`src/rtl/param_update_scheduler_pkg.sv`:
```
// Shared types and constants for the parameter update scheduler and its users.
package param_update_scheduler_pkg;

  // Parameter bank slot assignment used by the neuron/synapse/muscle datapath
  localparam int PIDX_LCE     = 0;
  localparam int PIDX_TAU     = 1;
  localparam int PIDX_LTP     = 2;
  localparam int PIDX_LTD     = 3;
  localparam int PIDX_PDELTA  = 4;
  localparam int PIDX_SYNGAIN = 5;
  localparam int PIDX_CLKDIV  = 6;

  // Typical power-on values for the floating-point and gain parameters
  localparam logic [31:0] RST_LCE     = 32'h3f8ccccd;
  localparam logic [31:0] RST_TAU     = 32'h3cf5c28f;
  localparam logic [31:0] RST_SYNGAIN = 32'd1024;

  typedef enum logic {
    ST_IDLE   = 1'b0,
    ST_COMMIT = 1'b1
  } commit_state_t;

endpackage

```
`src/rtl/param_update_scheduler_fifo.sv`:
```
// Synchronous FIFO holding pending {idx, data} parameter writes.
// A pop on an empty FIFO is ignored; a push while full succeeds only if a pop
// frees the head slot in the same cycle.
module param_update_scheduler_fifo #(
  parameter int DEPTH = 8,
  parameter int W     = 35
) (
  input  logic         clk,
  input  logic         reset,
  input  logic         push,
  input  logic [W-1:0] push_data,
  input  logic         pop,
  output logic [W-1:0] pop_data,
  output logic         full,
  output logic         empty
);

  localparam int AW = $clog2(DEPTH);

  logic [AW:0]  wr_ptr, rd_ptr;
  logic [W-1:0] mem [DEPTH];
  logic         do_push, do_pop;

  assign empty    = (wr_ptr == rd_ptr);
  assign full     = (wr_ptr[AW] != rd_ptr[AW]) && (wr_ptr[AW-1:0] == rd_ptr[AW-1:0]);
  assign do_pop   = pop && !empty;
  assign do_push  = push && (!full || do_pop);
  assign pop_data = mem[rd_ptr[AW-1:0]];

  // Pointer update; the extra MSB distinguishes full from empty
  always_ff @(posedge clk) begin
    if (reset) begin
      wr_ptr <= '0;
      rd_ptr <= '0;
    end else begin
      if (do_push) wr_ptr <= wr_ptr + (AW+1)'(1);
      if (do_pop)  rd_ptr <= rd_ptr + (AW+1)'(1);
    end
  end

  // Storage write; contents need no reset since pointers gate visibility
  always_ff @(posedge clk) begin
    if (do_push) mem[wr_ptr[AW-1:0]] <= push_data;
  end

endmodule

```
`src/rtl/param_update_scheduler.sv`:
```
// Queues host parameter writes and commits them into the parameter bank only
// inside a short window opened by sim_tick, so the datapath sees changes on
// simulation-step boundaries.
module param_update_scheduler
  import param_update_scheduler_pkg::*;
#(
  parameter int              NP         = 8,
  parameter int              DEPTH      = 8,
  parameter int              MAX_COMMIT = 4,
  parameter logic [NP*32-1:0] RESET_VALS = '0
) (
  input  logic              clk,
  input  logic              reset,
  input  logic [NP-1:0]     trig,
  input  logic [31:0]       data_in,
  input  logic              sim_tick,
  output logic [NP*32-1:0]  params_out,
  output logic [NP-1:0]     param_updated,
  output logic              busy,
  output logic              q_full,
  output logic [15:0]       drop_cnt
);

  localparam int IW = (NP > 1) ? $clog2(NP) : 1;
  localparam int EW = IW + 32;
  localparam int NW = $clog2(MAX_COMMIT + 1);

  logic [NP-1:0]         mask;
  logic [31:0]           data_r;
  logic [IW-1:0]         lo_idx;
  logic                  split_go;
  logic                  q_empty;
  logic                  q_pop;
  logic [EW-1:0]         pop_entry;
  logic [IW-1:0]         pop_idx;
  logic [31:0]           pop_data;
  commit_state_t         state, state_nxt;
  logic [NW-1:0]         n_commit;
  logic [NP-1:0][31:0]   params_q;
  logic [NP-1:0]         upd_pend;

  assign busy       = (mask != '0);
  assign split_go   = busy && !q_full;
  assign pop_idx    = pop_entry[EW-1:32];
  assign pop_data   = pop_entry[31:0];
  assign params_out = params_q;

  // Lowest set bit of the pending mask: the next index to enqueue
  always_comb begin
    lo_idx = '0;
    for (int i = NP-1; i >= 0; i--)
      if (mask[i]) lo_idx = IW'(i);
  end

  // Capture a trig word when idle, peel one index per cycle into the queue,
  // and count trig words that arrive while a previous one is still splitting
  always_ff @(posedge clk) begin
    if (reset) begin
      mask     <= '0;
      data_r   <= '0;
      drop_cnt <= '0;
    end else if (trig != '0 && mask == '0) begin
      mask   <= trig;
      data_r <= data_in;
    end else begin
      if (split_go) mask <= mask & (mask - NP'(1));
      if (trig != '0 && drop_cnt != 16'hFFFF) drop_cnt <= drop_cnt + 16'd1;
    end
  end

  param_update_scheduler_fifo #(
    .DEPTH (DEPTH),
    .W     (EW)
  ) u_fifo (
    .clk       (clk),
    .reset     (reset),
    .push      (split_go),
    .push_data ({lo_idx, data_r}),
    .pop       (q_pop),
    .pop_data  (pop_entry),
    .full      (q_full),
    .empty     (q_empty)
  );

  // Commit FSM state and per-window write counter
  always_ff @(posedge clk) begin
    if (reset) begin
      state    <= ST_IDLE;
      n_commit <= '0;
    end else begin
      state <= state_nxt;
      if (state == ST_IDLE) n_commit <= '0;
      else if (q_pop)       n_commit <= n_commit + NW'(1);
    end
  end

  // Commit FSM next state; the window closes on an empty queue or a full budget
  always_comb begin
    state_nxt = state;
    q_pop     = 1'b0;
    case (state)
      ST_IDLE:   if (sim_tick) state_nxt = ST_COMMIT;
      ST_COMMIT: begin
        if (q_empty || n_commit == NW'(MAX_COMMIT)) state_nxt = ST_IDLE;
        else                                          q_pop     = 1'b1;
      end
      default:   state_nxt = ST_IDLE;
    endcase
  end

  // Parameter bank; the update strobe trails the register write by one cycle
  always_ff @(posedge clk) begin
    if (reset) begin
      params_q      <= RESET_VALS;
      upd_pend      <= '0;
      param_updated <= '0;
    end else begin
      upd_pend <= '0;
      if (q_pop) begin
        params_q[pop_idx] <= pop_data;
        upd_pend[pop_idx] <= 1'b1;
      end
      param_updated <= upd_pend;
    end
  end

endmodule

```
`config.mk`:
```
export PLATFORM = sky130hd
export DESIGN_NAME = param_update_scheduler
export DESIGN_NICKNAME = d
export VERILOG_FILES = /design/src/rtl/param_update_scheduler_pkg.sv /design/src/rtl/param_update_scheduler_fifo.sv /design/src/rtl/param_update_scheduler.sv
export SDC_FILE = /design/constraint.sdc
export NUM_CORES = 1
export LEC_CHECK = 0
export CAP_MARGIN = 20
export CELL_PAD_IN_SITES_DETAIL_PLACEMENT = 1
export CELL_PAD_IN_SITES_GLOBAL_PLACEMENT = 1
export CORE_MARGIN = 8
export CORE_UTILIZATION = 40
export CTS_BUF_LIST = sky130_fd_sc_hd__clkbuf_4 sky130_fd_sc_hd__clkbuf_8
export DETAILED_ROUTE_END_ITERATION = 8
export PLACE_DENSITY = 0.84
export SYNTH_ARGS = -nofsm -noshare
export SYNTH_HDL_FRONTEND = slang
export SYNTH_SLANG_ARGS = --single-unit
export TNS_END_PERCENT = 50
```
`constraint.sdc`:
```
create_clock -name clk -period 7 [get_ports clk]
set_clock_uncertainty 0.05 [all_clocks]
set_input_delay 2.1 -clock clk [delete_from_list [all_inputs] [get_ports clk]]
set_output_delay 2.1 -clock clk [all_outputs]
set_load 0.02 [all_outputs]
```
[Word-level counts from Yosys, hierarchy flattened]
Memory sizes are Yosys's and may differ from the RTL's. A register that Yosys moved wholly into a read port is not among the register bits.
Index checks and enable logic that the tools add are counted.
Storage, ports and cells
  bits in registers: 340
  RAM bits: 280
  bits of input ports: 43
  output and inout bits: 282
  logic and storage cells: 75
  memories: 1
Operators by class
  add/sub/neg operators: 5
  $lt $le $gt $ge: 2
  equal/unequal tests: 5
  multiplexer cells: 23
  bitwise operators: 4
  reduce and logical (&&, ||, !) cells: 18
Memory list
  u_fifo.mem: words 8, width 35, read ports 1, clocked after Yosys merged registers in 1, wr ports 1, line param_update_scheduler_fifo.sv:21  | logic [W-1:0] mem [DEPTH];
Operators with widths (count)
  $bwmux 256: 1
  $demux 32 s3: 1
  $mux 32: 1
  $mux 3: 10
  $add 16x1->16 const B: 1
  $mux 8: 2
  $ne 16x16->1 const B: 1
  $reduce_bool 8->1: 2
  $add 4x1->4 const B: 2
  $and 8x8->8: 1
  $logic_not 8->1: 1
  $sub 8x1->8 const B: 1
  $logic_and 1x1->1: 7
  $mux 1: 6
  $eq 4x4->1: 1
  $lt 3x4->1 const B: 1
  $reduce_or 2->1: 2
  $add 3x1->3 const B: 1
  $demux 1 s3: 1
  $eq 3x3->1: 1
  $eq 3x3->1 const B: 1
  $ge 3x1->1 const B: 1
  $not 1->1: 3
  $logic_not 1->1: 2
  other kinds (5): 6

[Longest topological paths before layout]
Gate-level depths: netlist of run 1.
  depth after elaboration: 9
  gate-level depth with buffers: 10
  gate-level depth less buffers: 7

[Modules after synthesis]
From an unflattened synthesis of run 1, not the netlist that was laid out.
Second synthesis, totals
  cell total of the unflattened synthesis: 1975
  area, all modules: 22980.8 um^2
By module, submodules not included
  param_update_scheduler: times used 1, cells an instance 1499, area an instance 11857.6 um^2, seq. area each 6646.4 um^2
  param_update_scheduler_fifo: times used 1, cells an instance 476, area an instance 11123.2 um^2, seq. area each 8628.3 um^2

[Worst setup path before layout of run 1]
OpenSTA, ideal clock, no wires.
  kind: register -> register
  start point: register u_fifo.wr_ptr[0]
  end point: memory u_fifo.mem[2][0] (enable)
  setup time: 0.527 ns
  arrival: 4.968 ns
  data required time: 6.423 ns
  setup slack: 1.455 ns
  stages on the path, launching flop included: 7
  path buffers: 2
  clock period less this slack: 5.545 ns
  cells stage by stage: dfxtp_1 buf_2 xor2_1 nor4_2 or2_2 clkbuf_1 nor4b_1
Between the ends
  elaborated cells on any way between the ends: 14
  those cells by class: 2 x eq/ne; 4 x mux; 8 x reduce/logical
RTL lines
  from (decl): line param_update_scheduler_fifo.sv:20  | logic [AW:0] wr_ptr, rd_ptr;
  from (signal assigned): line param_update_scheduler_fifo.sv:36  | if (do_push) wr_ptr <= wr_ptr + (AW+1)'(1);
  $eq 3x3->1 *: line param_update_scheduler_fifo.sv:25  | assign full = (wr_ptr[AW] != rd_ptr[AW]) && (wr_ptr[AW-1:0] == rd_ptr[AW-1:0]);
  $logic_and 1x1->1 *: line param_update_scheduler_fifo.sv:25
  named net q_full: line param_update_scheduler.sv:20  | output logic q_full,
  $logic_not 1->1 *: line param_update_scheduler_fifo.sv:27, param_update_scheduler.sv:43
  $logic_and 1x1->1 / $logic_or 1x1->1 (equally long branches): line param_update_scheduler.sv:43, param_update_scheduler_fifo.sv:27
  $logic_and 1x1->1 *: line param_update_scheduler_fifo.sv:27  | assign do_push = push && (!full || do_pop);
  $mux 1 *: line param_update_scheduler_fifo.sv:43  | if (do_push) mem[wr_ptr[AW-1:0]] <= push_data;
  $mux 1 (not written as such) *: line param_update_scheduler_fifo.sv:43
  to (decl): line param_update_scheduler_fifo.sv:21
The timed path passes the listed nets; every way through them passes the cells marked *.

[Worst setup path after layout of run 1]
  start point: register mask[0]
  end point: output port busy
Between the ends
  longest elaborated chain between the ends: 1
RTL lines
  from (decl): line param_update_scheduler.sv:28  | logic [NP-1:0] mask;
  from (signal assigned): line param_update_scheduler.sv:63  | mask <= trig;
  from (signal assigned): line param_update_scheduler.sv:66  | if (split_go) mask <= mask & (mask - NP'(1));
  $reduce_bool 8->1: line param_update_scheduler.sv:42  | assign busy = (mask != '0);
  to (decl): line param_update_scheduler.sv:19  | output logic busy,
Every way passes these cells.

==> results of run 1 <==
==> metrics by stage <==
step / total power (µW) / hold slack (ps) / cells
after floorplan: 5890 / 364 / 1967
after global placement: 6580 / 381 / 2964
after detailed placement: 6740 / 379 / 2966
after CTS: 9950 / 392 / 3145
after global routing: 10300 / 408 / 3150
final: 9850 / 390 / 3150
==> power by group <==
group,switching (µW),internal [µW]
registers,307,4390
clock network,1410,1770
logic,1280,697
==> worst min path at each step <==
stage,from,endpoint,slack (ps),cells after the start
after floorplan,upd_pend[0],param_updated[0],360,1
after global placement,upd_pend[1],param_updated[1],380,1
after detailed placement,upd_pend[7],param_updated[7],380,1
after CTS,upd_pend[7],param_updated[7],390,1
after global routing,upd_pend[4],param_updated[4],410,1
final,upd_pend[7],param_updated[7],390,1
==> cells by family after synthesis <==
logic type / count (synthesis)
compound gates: 325
xor+xnor: 21
fa+ha+maj: 5
buf+inv: 132
flops: 623
mux: 110
simple gates: 751
==> registers in the layout (all words and copies together), names as in the netlist, named ones only <==
signal,flops
params_out,256
drop_cnt,16
param_updated,8
upd_pend,8
mask,8
data_r,32
u_fifo.mem,280
n_commit,3
u_fifo.wr_ptr,4
state,1
u_fifo.rd_ptr,4
==> synth_stat cells <==
| master | number | area [µm²] |
|---|---|---|
| nand2_1 | 348 | 1310 |
| dfxtp_1 | 343 | 6870 |
| edfxtp_1 | 280 | 8410 |
| nand2b_1 | 259 | 1620 |
| o21ai_0 | 202 | 1010 |
| clkbuf_1 | 76 | 285 |
| nor2_1 | 75 | 282 |
| mux4_2 | 70 | 1580 |
| o21ai_1 | 63 | 315 |
| a21oi_1 | 49 | 245 |
| buf_2 | 39 | 195 |
| mux2i_1 | 34 | 340 |
| xnor2_1 | 16 | 140 |
| buf_1 | 10 | 37.5 |
| nor2b_1 | 10 | 62.6 |
| nor4_1 | 8 | 50.1 |
| nor3_1 | 7 | 35.0 |
| inv_1 | 6 | 22.5 |
| nand4_1 | 6 | 37.5 |
| ha_1 | 5 | 62.6 |
| nand3_1 | 5 | 25.0 |
| or3_1 | 5 | 31.3 |
| xor2_1 | 5 | 43.8 |
| nor4b_1 | 4 | 35.0 |
| o31ai_1 | 4 | 30.0 |
| mux2_2 | 3 | 33.8 |
| mux2i_4 | 3 | 67.6 |
| nor3b_1 | 3 | 22.5 |
| nor4_2 | 3 | 37.5 |
| nor4_4 | 3 | 63.8 |
| nor4b_4 | 3 | 71.3 |
| or4_1 | 3 | 22.5 |
| a21boi_0 | 2 | 15.0 |
| and3_1 | 2 | 12.5 |
| and4_1 | 2 | 17.5 |
| nand3b_1 | 2 | 15.0 |
| o41ai_1 | 2 | 17.5 |
| or2_2 | 2 | 12.5 |
| a221oi_1 | 1 | 8.76 |
| a22oi_1 | 1 | 7.51 |
| and4b_1 | 1 | 10.0 |
| clkbuf_2 | 1 | 5.00 |
| o21bai_1 | 1 | 7.51 |
==> per-layer routing <==
layer,share of wire,vias up,wire [µm]
li1,-,7514,-
met1,0.42,8140,28800
met2,0.49,515,33700
met3,0.060,121,4150
met4,0.028,0,1940
met5,0,-,0
==> layout make-up <==
cell class	count	share of cell area
timing repair buffer	356	0.119
multi-input combinational	1212	0.262
antenna	1	0.0000845
inverter	6	0.000761
clock inverter	12	0.00279
tap	773	0.0327
clock buffer	167	0.0668
sequential	623	0.516
==> critical path, stage by stage, from the launching register on <==
cell             delay (ps)
dfxtp_1                 370
nor4_1                  360
and3_1                  810
inv_1                   160
clkdlybuf4s50_1         590
==> impl_metrics.py, run 1 <==
metrics = {
    "final_layout": {
        "final_area_um2": 29600,
        "area_growth_pct": 25.9,
        "drive_gt1_frac": 0.132,
        "multiInputGateArea_um2": 7760,
        "seq_area_um2": 15300,
        "final_common_cell": "nand2_1",
        "final_util": 0.506,
        "fin_nets": 2344,
        "layout_common_cells": "nand2_1, dfxtp_1, clkdlybuf4s50_1",
        "nFillCells": 6172,
    },
    "global_route": {
        "antenna_found_initial": 1,
        "grt_pass1_vias": 17500,
        "grt_overflow": 0,
        "use_met1": 0.243,
        "grtUsageMet2": 0.345,
        "grt_pass1_wl_mm": 104,
        "grt_max_degree": 221,
        "track_usage": 0.199,
        "busiest_layer": "met2",
        "grt.met3_usage": 0.0403,
    },
    "sta": {
        "slew_viol_final": 0,
        "setup-tns-final_ps": 0,
        "layout_min_cycle_time_ps": 5110,
        "slew_headroom": 0.234,
        "hold_viol_final": 0,
        "rsz0062_at_grt": "false",
        "fin_crit_sh": 0.730,
        "final.setup.worst_slack_ps": 1890,
        "finalSetupViolations": 0,
        "max_clock_freq_mhz": 196,
        "worstMarginPinSlew_ps": 1140,
    },
    "drt": {
        "drt_wl_total_mm": 68.7,
        "initialDrtViolationCount": 960,
        "via_count": 16300,
        "viasPerCell": 5.17,
        "postRouteAntennaNets": 0,
        "first_pass_iters": 5,
        "drc_errors": 0,
        "wl_per_cell_um": 21.8,
    },
    "placement": {
        "dp_slack_ps": 2270,
        "place_area_um2": 27500,
        "place.gp.congestion": 0.787,
        "dpl.hpwl_mm": 44.2,
        "io_buffers": 324,
    },
    "die": {
        "num_rows": 89,
        "die_w_um": 258,
        "pin_count": 325,
        "design.die.area_um2": 66800,
        "dieHeight_um": 258,
        "start_util": 0.401,
        "core-area_um2": 58600,
    },
    "setup_path": {
        "reg2reg_slack_ps": 3320,
        "critPathMaxFanout": 23,
        "timing.critical_path.required_ps": 4850,
        "endpoint_kind": "primary output",
        "r2r-end": "params_out[56]",
        "path_class": "flop to primary output",
        "cp-endpoint": "busy",
        "start_kind": "flop",
        "reg2reg_depth": 5,
        "cp-startpoint": "mask[0]",
        "arrival_ps": 2960,
    },
    "logic_synthesis": {
        "synth-xor-area-share": 0.00782,
        "synth_seq_area_share": 0.650,
        "synth-seq-cells": 623,
        "synth_cell_types": 43,
        "synth_simple_gate_area_frac": 0.160,
        "synth_top_family_by_area": "simple AND/OR/NAND/NOR gates",
        "synth_mux_area_frac": 0.0858,
        "mappedNetlistNets": 2015,
        "syn_area_um2": 23500,
        "yosys_warnings": 0,
        "synthAdderAreaFrac": 0.00266,
        "avgSynthCellArea_um2": 12.0,
        "synthesis.instances": 1967,
        "synth_compound_area_frac": 0.0705,
    },
    "clock_tree": {
        "cts-root-buf": "clkbuf_8",
        "cts_tree": "yes",
        "cts.path.max_buffers": 3,
        "cts_buffers": 97,
        "cts_resized": 0,
        "holdBufCountCts": 0,
        "cts.sinks": 623,
        "clkTransAtPathRegs_ps": 60,
        "h-tree-depth": 3,
        "clock_latency_ps": 680,
        "cts_setup_buffers": 0,
    },
    "power": {
        "ir_worst_vdd_mv": 0.197,
        "power.density_nw_per_um2": 333,
        "power.leakage_uw": 0.00972,
    },
    "status": {
        "status": "finished clean",
    },
    "worst_hold_path": {
        "min_path_type": "flop to flop",
    },
    "run": {
        "max-cap-violations": 0,
    },
}
Power figures use the tool's default switching activity.
==> inputs of run 2 (changes only) <==
--- a/config.mk
+++ b/config.mk
@@ -12,7 +12,7 @@
 export CORE_UTILIZATION = 40
 export CTS_BUF_LIST = sky130_fd_sc_hd__clkbuf_4 sky130_fd_sc_hd__clkbuf_8
 export DETAILED_ROUTE_END_ITERATION = 8
-export PLACE_DENSITY = 0.84
+export PLACE_DENSITY = 0.86
 export SYNTH_ARGS = -nofsm -noshare
 export SYNTH_HDL_FRONTEND = slang
 export SYNTH_SLANG_ARGS = --single-unit
==> constraint.sdc (replaced) <==
create_clock -name clk -period 4.65 [get_ports clk]
set_clock_uncertainty 0.05 [all_clocks]
set_input_delay 1.395 -clock clk [delete_from_list [all_inputs] [get_ports clk]]
set_output_delay 1.395 -clock clk [all_outputs]
set_load 0.02 [all_outputs]
==> run 2 against run 1 <==
Effect of this change: total power up 51%; global-route usage barely moved; register-to-register slack got worse by 1900 ps; design area increased by 0.14%; critical endpoint unchanged; largest power group unchanged; highest routed layer unchanged.
==> impl_metrics.py, run 2 (synthesis results as in run 1) <==
metrics = {
    "setup_path": {
        "arrival_ps": 2610,
        "cp-startpoint": "mask[0]",
        "crit_slowest_cell": "clkdlybuf4s50_1",
        "crit_chain": "nor4_1 > and3_1 > buf_4 > inv_1 > clkdlybuf4s50_1",
        "start_kind": "flop",
        "cpPeakStageDelay_ps": 560,
        "critPathMaxFanout": 23,
        "timing.critical_path.required_ps": 3200,
        "path_class": "flop to primary output",
        "endpoint_kind": "primary output",
    },
    "worst_hold_path": {
        "min_path_type": "flop to flop",
        "hold_start": "upd_pend[5]",
    },
    "die": {
        "start_util": 0.401,
        "num_rows": 89,
        "dieHeight_um": 258,
        "core-area_um2": 58600,
        "die_w_um": 258,
        "pin_count": 325,
        "design.die.area_um2": 66800,
    },
    "global_route": {
        "grt_max_degree": 161,
        "grt_overflow": 0,
        "track_usage": 0.199,
        "grt_pass1_vias": 17700,
        "grt_pass1_wl_mm": 105,
        "antenna_found_initial": 0,
    },
    "final_layout": {
        "largest_register_ffs": 280,
        "drive_gt1_frac": 0.134,
        "final_common_cell": "nand2_1",
        "area_growth_pct": 26.1,
        "n_antenna_cell": 0,
        "fin_nets": 2351,
        "final_area_um2": 29700,
        "final_util": 0.506,
        "seq_area_um2": 15300,
        "final_cell_count_no_fill": 3159,
        "multiInputGateArea_um2": 7780,
        "nFillCells": 6153,
        "layout_common_cells": "nand2_1, dfxtp_1, clkdlybuf4s50_1",
    },
    "drt": {
        "postRouteAntennaNets": 0,
        "first_pass_iters": 4,
        "m1WireLength_mm": 29.0,
        "highest_layer": "met4",
        "viasPerCell": 5.16,
        "wl_met3_mm": 4.49,
        "drc_errors": 0,
        "drt_wl_total_mm": 68.4,
        "routed-wl-met2_mm": 32.8,
        "initialDrtViolationCount": 880,
        "wl_per_cell_um": 21.7,
        "via_count": 16300,
    },
    "power": {
        "power.density_nw_per_um2": 501,
        "power.leakage_uw": 0.00974,
        "ir_worst_vdd_mv": 0.327,
    },
    "clock_tree": {
        "cts-root-buf": "clkbuf_8",
        "cts_buffers": 100,
        "cts_resized": 0,
        "cts_tree": "yes",
        "cts.path.max_buffers": 3,
        "clock_latency_ps": 670,
        "cts_setup_buffers": 0,
        "h-tree-depth": 3,
        "holdBufCountCts": 0,
        "cts.sinks": 623,
        "clkTransAtPathRegs_ps": 60,
    },
    "sta": {
        "slew_headroom": 0.278,
        "worstMarginPinSlew_ps": 1070,
        "fin_crit_sh": 0.872,
        "slew_viol_final": 0,
        "hold_viol_final": 0,
        "finalSetupViolations": 0,
        "rsz0062_at_grt": "false",
        "layout_min_cycle_time_ps": 4050,
        "max_clock_freq_mhz": 247,
    },
    "run": {
        "max-cap-violations": 0,
    },
    "placement": {
        "dpl.hpwl_mm": 44.4,
        "placed_cells": 2974,
        "place_area_um2": 27600,
        "place.gp.congestion": 0.801,
        "io_buffers": 324,
    },
    "status": {
        "status": "finished clean",
    },
}
## run 2: through the flow
stage	setup TNS, ps	hold WS (ps)	worst slack, ps	power [µW]
CTS	0	408	544	15000
finish	0	404	595	14800
detailed placement	0	389	1070	10200
global route	0	415	424	15500
floorplan	-20270	364	-579	8860
global placement	0	389	1130	9940
## run 2: final timing paths
path / cells past startpoint / to / slack [ps]
max reg2reg: 6 / params_out[98] / 1390
min: 1 / param_updated[5] / 400
max: 5 / busy / 600
min reg2reg: 1 / param_updated[5] / 400
## run 2: where the power goes
part	total, µW	switching [µW]	internal [µW]
registers	7060	454	6600
clock network	4810	2140	2680
logic	2970	1930	1040
## run 2: critical path: cells and delay by family (launching register included)
family | cells | cell delay [ps]
flip-flops | 1 | 370
buffers and inverters | 3 | 940
AND/OR/NAND/NOR | 2 | 620
## run 2: layer usage
| layer | vias up | track usage |
|---|---|---|
| li1 | 7526 | - |
| met1 | 8088 | 0.251 |
| met2 | 549 | 0.332 |
| met3 | 124 | 0.0439 |
| met4 | 0 | 0.0776 |
| met5 | - | 0 |
## run 2: cell type report
| cell class | instances | share of cell area |
|---|---|---|
| Sequential cell | 623 | 0.515 |
| Clock inverter | 20 | 0.00384 |
| Timing Repair Buffer | 360 | 0.119 |
| Clock buffer | 165 | 0.0665 |
| Tap cell | 773 | 0.0326 |
| Inverter | 6 | 0.000759 |
| Multi-Input combinational cell | 1212 | 0.262 |
==> inputs of run 3 (changes only) <==
--- a/config.mk
+++ b/config.mk
@@ -5,6 +5,7 @@
 export SDC_FILE = /design/constraint.sdc
 export NUM_CORES = 1
 export LEC_CHECK = 0
+export ABC_CLOCK_PERIOD_IN_PS = 4650
 export CAP_MARGIN = 20
 export CELL_PAD_IN_SITES_DETAIL_PLACEMENT = 1
 export CELL_PAD_IN_SITES_GLOBAL_PLACEMENT = 1
@@ -12,6 +13,7 @@
 export CORE_UTILIZATION = 40
 export CTS_BUF_LIST = sky130_fd_sc_hd__clkbuf_4 sky130_fd_sc_hd__clkbuf_8
 export DETAILED_ROUTE_END_ITERATION = 8
+export HOLD_SLACK_MARGIN = 0.03
 export PLACE_DENSITY = 0.86
 export SYNTH_ARGS = -nofsm -noshare
 export SYNTH_HDL_FRONTEND = slang
==> results of run 3 <==
Final layout, timing and power as in run 2 (identical DEF).
